--- src/rtl/prog_clk_divider_pkg.sv ---
// Shared constants and types for the programmable clock divider.
package clk_div_pkg;

  localparam int DIV_MIN = 2;

  typedef enum logic {
    IDLE = 1'b0,
    RUN  = 1'b1
  } div_state_e;

  // Number of whole posedge cycles p_q stays high within one period.
  function automatic int unsigned half_cnt(input int unsigned n);
    return n >> 1;
  endfunction

endpackage

--- src/rtl/prog_clk_divider_if.sv ---
// Control/status bundle of the programmable clock divider.
interface prog_clk_divider_if #(
  parameter int DIV_W = 8
);
  logic             en;
  logic             div_load;
  logic [DIV_W-1:0] div_val;
  logic             clk_out;
  logic             period_tick;
  logic             running;
  logic [DIV_W-1:0] div_active;
  logic             cfg_err;

  modport master (
    output en, div_load, div_val,
    input  clk_out, period_tick, running, div_active, cfg_err
  );

  modport slave (
    input  en, div_load, div_val,
    output clk_out, period_tick, running, div_active, cfg_err
  );
endinterface

--- src/rtl/prog_clk_divider_clk_half_ext.sv ---
// Half-cycle extension for odd divisors: the only negedge logic in the divider.
module clk_half_ext (
  input  logic clk_in,
  input  logic rst,
  input  logic p_q,
  input  logic odd_q,
  output logic clk_out
);
  logic n_q;

  always_ff @(negedge clk_in or posedge rst) begin
    if (rst) n_q <= 1'b0;
    else     n_q <= p_q;
  end

  // n_q is low at every period boundary, so odd_q may switch there safely.
  assign clk_out = p_q | (odd_q & n_q);
endmodule

--- src/rtl/prog_clk_divider.sv ---
// Runtime-programmable integer clock divider with 50% duty for odd and even N.
module prog_clk_divider
  import clk_div_pkg::*;
#(
  parameter int DIV_W   = 8,
  parameter int DEF_DIV = 5
) (
  input  logic               clk_in,
  input  logic               rst,
  prog_clk_divider_if.slave  bus
);
  localparam logic [DIV_W-1:0] DEF_V = DIV_W'(DEF_DIV);
  localparam logic [DIV_W-1:0] MIN_V = DIV_W'(DIV_MIN);
  localparam logic [DIV_W-1:0] ONE_V = DIV_W'(1);

  div_state_e       state_q, state_d;
  logic [DIV_W-1:0] cnt_q, cnt_d;
  logic [DIV_W-1:0] div_q, div_d;
  logic [DIV_W-1:0] pend_q, pend_d;
  logic             pend_vld_q, pend_vld_d;
  logic             odd_q, odd_d;
  logic             p_q, p_d;
  logic             tick_q, tick_d;
  logic             err_q, err_d;
  logic             run_q;
  logic             boundary;
  logic             load_ok;

  always_comb begin
    state_d    = state_q;
    cnt_d      = cnt_q + ONE_V;
    div_d      = div_q;
    odd_d      = odd_q;
    pend_d     = pend_q;
    pend_vld_d = pend_vld_q;

    load_ok  = bus.div_load && (bus.div_val >= MIN_V);
    err_d    = bus.div_load && (bus.div_val < MIN_V);
    boundary = (state_q == IDLE) || (cnt_q == div_q - ONE_V);

    if (boundary) begin
      cnt_d = '0;
      if (pend_vld_q) begin
        div_d      = pend_q;
        odd_d      = pend_q[0];
        pend_vld_d = 1'b0;
      end
      state_d = bus.en ? RUN : IDLE;
    end

    // A load on a boundary edge lands after the swap, so it waits for the next one.
    if (load_ok) begin
      pend_d     = bus.div_val;
      pend_vld_d = 1'b1;
    end

    p_d    = (state_d == RUN) && (32'(cnt_d) < half_cnt(32'(div_d)));
    tick_d = (state_d == RUN) && (cnt_d == '0);
  end

  always_ff @(posedge clk_in or posedge rst) begin
    if (rst) begin
      state_q    <= IDLE;
      cnt_q      <= '0;
      div_q      <= DEF_V;
      odd_q      <= DEF_V[0];
      pend_q     <= '0;
      pend_vld_q <= 1'b0;
      p_q        <= 1'b0;
      tick_q     <= 1'b0;
      err_q      <= 1'b0;
      run_q      <= 1'b0;
    end else begin
      state_q    <= state_d;
      cnt_q      <= cnt_d;
      div_q      <= div_d;
      odd_q      <= odd_d;
      pend_q     <= pend_d;
      pend_vld_q <= pend_vld_d;
      p_q        <= p_d;
      tick_q     <= tick_d;
      err_q      <= err_d;
      run_q      <= (state_d == RUN);
    end
  end

  clk_half_ext u_half (
    .clk_in  (clk_in),
    .rst     (rst),
    .p_q     (p_q),
    .odd_q   (odd_q),
    .clk_out (bus.clk_out)
  );

  assign bus.period_tick = tick_q;
  assign bus.running     = run_q;
  assign bus.div_active  = div_q;
  assign bus.cfg_err     = err_q;
endmodule

--- src/flat_wrapper.sv ---
// flat-port wrapper written by rule: the top's interface ports become plain ports
module prog_clk_divider_flat import clk_div_pkg::*;
#(
  parameter int DIV_W   = 8,
  parameter int DEF_DIV = 5
)
  (clk_in, rst, bus_en, bus_div_load, bus_div_val, bus_clk_out, bus_period_tick, bus_running, bus_div_active, bus_cfg_err);
  prog_clk_divider_if #(.DIV_W(DIV_W)) bus_i ();
  input  logic clk_in;
  input  logic rst;
  input wire logic [$bits(bus_i.en)-1:0] bus_en;
  input wire logic [$bits(bus_i.div_load)-1:0] bus_div_load;
  input wire logic [$bits(bus_i.div_val)-1:0] bus_div_val;
  output wire logic [$bits(bus_i.clk_out)-1:0] bus_clk_out;
  output wire logic [$bits(bus_i.period_tick)-1:0] bus_period_tick;
  output wire logic [$bits(bus_i.running)-1:0] bus_running;
  output wire logic [$bits(bus_i.div_active)-1:0] bus_div_active;
  output wire logic [$bits(bus_i.cfg_err)-1:0] bus_cfg_err;
  assign bus_i.en = bus_en;
  assign bus_i.div_load = bus_div_load;
  assign bus_i.div_val = bus_div_val;
  assign bus_clk_out = bus_i.clk_out;
  assign bus_period_tick = bus_i.period_tick;
  assign bus_running = bus_i.running;
  assign bus_div_active = bus_i.div_active;
  assign bus_cfg_err = bus_i.cfg_err;
  prog_clk_divider #(.DIV_W(DIV_W), .DEF_DIV(DEF_DIV)) u_core (.clk_in(clk_in), .rst(rst), .bus(bus_i));
endmodule
--- config.mk ---
export PLATFORM = sky130hd
export DESIGN_NAME = prog_clk_divider_flat
export DESIGN_NICKNAME = d
export VERILOG_FILES = /design/src/rtl/prog_clk_divider_pkg.sv /design/src/rtl/prog_clk_divider_if.sv /design/src/rtl/prog_clk_divider_clk_half_ext.sv /design/src/rtl/prog_clk_divider.sv /design/src/flat_wrapper.sv
export SDC_FILE = /design/constraint.sdc
export NUM_CORES = 1
export LEC_CHECK = 0
export BUFFER_PORTS_ARGS = -buffer_cell sky130_fd_sc_hd__buf_2
export CAP_MARGIN = 20
export CORE_MARGIN = 2
export CORE_UTILIZATION = 51
export DETAILED_ROUTE_END_ITERATION = 6
export GPL_TIMING_DRIVEN = 0
export HOLD_SLACK_MARGIN = 0.02
export PLACE_DENSITY_LB_ADDON = 0.25
export SETUP_SLACK_MARGIN = 0.1
export SKIP_LAST_GASP = 1
export SLEW_MARGIN = 20
export SYNTH_ARGS = -nofsm -noshare
export SYNTH_HDL_FRONTEND = slang
export SYNTH_SLANG_ARGS = --single-unit
--- constraint.sdc ---
create_clock -name clk_in -period 3.3 [get_ports clk_in]
set_input_delay 0.165 -clock clk_in [delete_from_list [all_inputs] [get_ports clk_in]]
set_output_delay 0.165 -clock clk_in [all_outputs]
set_load 0.05 [all_outputs]
==> results by group <==
Outcome
  – Outcome: finished with violations
  – Failing checks: setup timing

Final layout
  – Final core occ: about two thirds
  – # diodes: 0
  – Post-route cell area: roughly 2200 um2
  – Area delta synth->final: 24.3%
  – Final cell count without fillers: 255
  – Most common cell after layout, fill and taps aside: dfrtp_1
  – Final #Nets: around 230
  – Layout cell share with drive strength beyond 1: between 30% and 40%
  – Fillcell total: ~290
  – Commonest non-fill, non-tap cells in the layout: dfrtp_1, nand2_1, buf_2, buf_4, nor2_1

Setup path
  – Critical path fanouts, max: 6
  – Most common cell on crit path: buf_12
  – Worst flop-to-flop path startpoint: u_core.bus.div_active[3]$_DFF_PP0_
  – Crit end category: register
  – Reg-to-Reg End: u_core.p_q$_DFF_PP0_
  – Flop-to-flop setup slack: -0.17 ns
  – WS Path Type: reg -> reg
  – Buffer and inverter count on the worst path: 2
  – Critical path launch point type: register
  – Slowest cell on the critical path: or4_4
  – Top cell family by delay on the critical path: compound AO/OA/AOI/OAI gates
  – Worst r2r path cells: 14
  – Critical Path RT: 3.55 ns
  – Arrival time worst endpoint: around 3.7 ns
  – Crit-path cells: or4_4, or3_4, a32oi_4, o211ai_4, a21oi_4, buf_12, buf_12, mux2i_1, ha_1, o211a_1, nand4_1, o21ai_1, a21o_1, a21oi_2
  – Slowest cell delay on critical path: roughly 0.53 ns

STA
  – Final Max Slew Viols: 0
  – RSZ-0062 raised after global routing: yes
  – Final period utilization: 105%
  – Setup slack after layout: -0.172 ns
  – Worst Max-Slew Pin Slew: 0.627 ns
  – Fin Clk Skew: 0.00651 ns
  – Final hold slack: between 0.03 and 0.04 ns
  – Fmax: about 290 MHz
  – Fin. Hold Viols: 0
  – Crit path time final: 3.47 ns
  – Final setup viols: 1
  – Worst slew margin: roughly three fifths

Clocking
  – CTS Root Cell: clkbuf_4
  – Clock sinks: 30
  – Clk buf depth: 2
  – H-tree depth: 2
  – Reg clk slew, reported paths: 0.09 ns
  – CTS Buf Count: 5
  – TritonCTS clock tree: built
  – Worst skew pair latency: around 0.32 ns

Power and ir drop
  – VDD IR max: roughly 0.21 mV
  – Leakage power: around 1.0 nW
  – PwrDens: between 200 and 300 nW/um2

Placed design
  – I/O Buffers: 22
  – Routability Congestion: around 0.87
  – Pre-CTS worst setup slack: -0.401 ns
  – Hpwl dp: 2.78 mm
  – Placed insts: between 200 and 250
  – Area after DPL: between 1500 and 2000 um2

Logic synthesis
  – Number of synthesized register bits: 30
  – Synth area leaders: dfrtp_1, ha_1, nand2_1
  – Seq/Total Area, Yosys: 43.4%
  – Syn_area_per_cell: about 11 um2
  – Synth cell types: 41
  – Post-synth top area share: approximately two fifths
  – Mapped cell area: between 1500 and 2000 um2
  – Cells after synthesis: roughly 160
  – Biggest area consumer among synthesized cells: dfrtp_1
  – Warnings from Yosys: 0
  – Syn Nets: 184

GRT
  – Initial antenna violation count: 0
  – Gr usage total: between 20% and 30%
  – Largest net degree at the start of global routing: 31
  – GR Overflow Total: 0
  – Global-route wire length before repair: slightly below 7 mm
  – Vias in the first global route: 1457

Floorplanning
  – Core outline area: 3310 um2
  – Die Ht: a little over 60 um
  – Die width: 62.3 um
  – Io pins: 24
  – Die Area: roughly 3900 um2
  – Starting Density: a little over half
  – Rows: 21

Worst hold path
  – Min-Delay Endpoint: u_core.pend_q[1]$_DFFE_PP0P_
  – Worst Hold Class: in -> reg
  – Min-delay src: bus_div_val[1]
  – Hold Path Stages: 3

Routing
  – WL final: between 4 and 5 mm
  – DR DRC count: 0
  – DR iter-0 viols: 43
  – Post-route ant nets: 0
  – Via count: roughly 1400
  – Via/cell ratio: about 5.6
  – Drt pass-1 iters: 4
  – Routed WL per cell: 15.9 um

Flow run
  – Max-cap violations: 0
## per-layer routing
metal	part of all wire, %	global-route usage (%)	up-vias
li1	-	-	665
met1	41	27.6	702
met2	52	37.6	36
met3	3.4	5.62	13
met4	3.1	11.1	0
met5	0	0	-
## synthesized netlist by cell type (all sizes together)
library cell	count
a2111oi	1
nand3	4
dfrtp	27
nor3	2
xnor2	8
or3	1
xor2	7
ha	8
nand4	3
o211ai	1
dfrtn	1
and3	3
buf	2
nand2b	3
nor4b	1
o211a	1
a211o	1
a221o	1
a21oi	3
and2	1
a22oi	1
mux2i	7
o2bb2ai	1
nor4	2
a22o	1
nand3b	1
nand2	25
nor2	11
clkbuf	3
a21o	4
inv	7
or4	2
o21bai	1
dfstp	2
o21ai	6
mux2	9
nor3b	1
a32oi	1
## kinds of logic (layout without fill, tap and decap cells)
group                    Yosys count  after routing  synth area share (%)
adder cells (fa/ha/maj)            8              8                  5.77
flip-flops                        30             30                  43.4
multiplexers                      16             16                  10.8
buffers and inverters             12             57                  3.75
XOR/XNOR                          15             15                  7.58
AO/OA/AOI/OAI                     23             23                  12.3
AND/OR/NAND/NOR                   60             60                  16.5
## flip-flops by register name (all words and copies together), names as in the netlist
signal and cells:
u_core.bus.div_active 8, u_core.cnt_q 8, u_core.pend_q 8, u_core.bus.cfg_err 1, u_core.bus.period_tick 1, u_core.p_q 1, u_core.pend_vld_q 1, u_core.state_q 1
u_core.u_half.n_q 1
## how the worst max path moves through the flow
stage	start	to	slack (ns)	depth (start not counted)
final	u_core.bus.div_active[3]$_DFF_PP0_	u_core.p_q$_DFF_PP0_	-0.17	14
after global routing	u_core.bus.div_active[3]$_DFF_PP0_	u_core.p_q$_DFF_PP0_	-0.25	14
after CTS	u_core.bus.div_active[3]$_DFF_PP0_	u_core.p_q$_DFF_PP0_	-0.12	12
after detailed placement	u_core.bus.div_active[1]$_DFF_PP0_	u_core.p_q$_DFF_PP0_	-0.40	12
after global placement	u_core.bus.div_active[1]$_DFF_PP0_	u_core.p_q$_DFF_PP0_	-0.30	12
after floorplan	u_core.bus.div_active[1]$_DFF_PP0_	u_core.p_q$_DFF_PP0_	-0.14	12
## worst min-delay path: stages
cell and delay, ns:
buf_2 0.08, nand2_1 0.04, nand2_1 0.05
## what timing repair did
item | in CTS | in global routing
hold buffers | 0 | 1
pin swaps | 5 | 8
resized for setup | 2 | 10
setup buffers | 12 | 2
endpoints found under the hold margin | 0 | 27
setup endpoints to repair | 1 | 1
## stage by stage
stage / power (mW) / setup TNS [ns]
after floorplan: 0.407 / -0.136
after global placement: 0.419 / -0.296
after detailed placement: 0.421 / -0.401
after CTS: 0.650 / -0.118
after global routing: 0.676 / -0.245
final: 0.644 / -0.172
## final cells by class
class                   count  area (um2)  share of cell area [%]
plain buffers               5        38.8                    1.80
clock buffers               7        55.1                    2.55
clock inverters             1        5.00                   0.232
inverters                   7        26.3                    1.22
multi-input cells         122         980                    45.4
flip-flops and latches     30         756                    35.1
well taps                  46        57.6                    2.67
repair buffers             37         238                    11.0
## power by group
part	internal, mW	total [mW]	switching (mW)
Clock	0.103	0.228	0.125
Sequential	0.377	0.385	0.00800
Combinational	0.0122	0.0313	0.0191
Note: power is estimated with default switching activity, not from simulation.
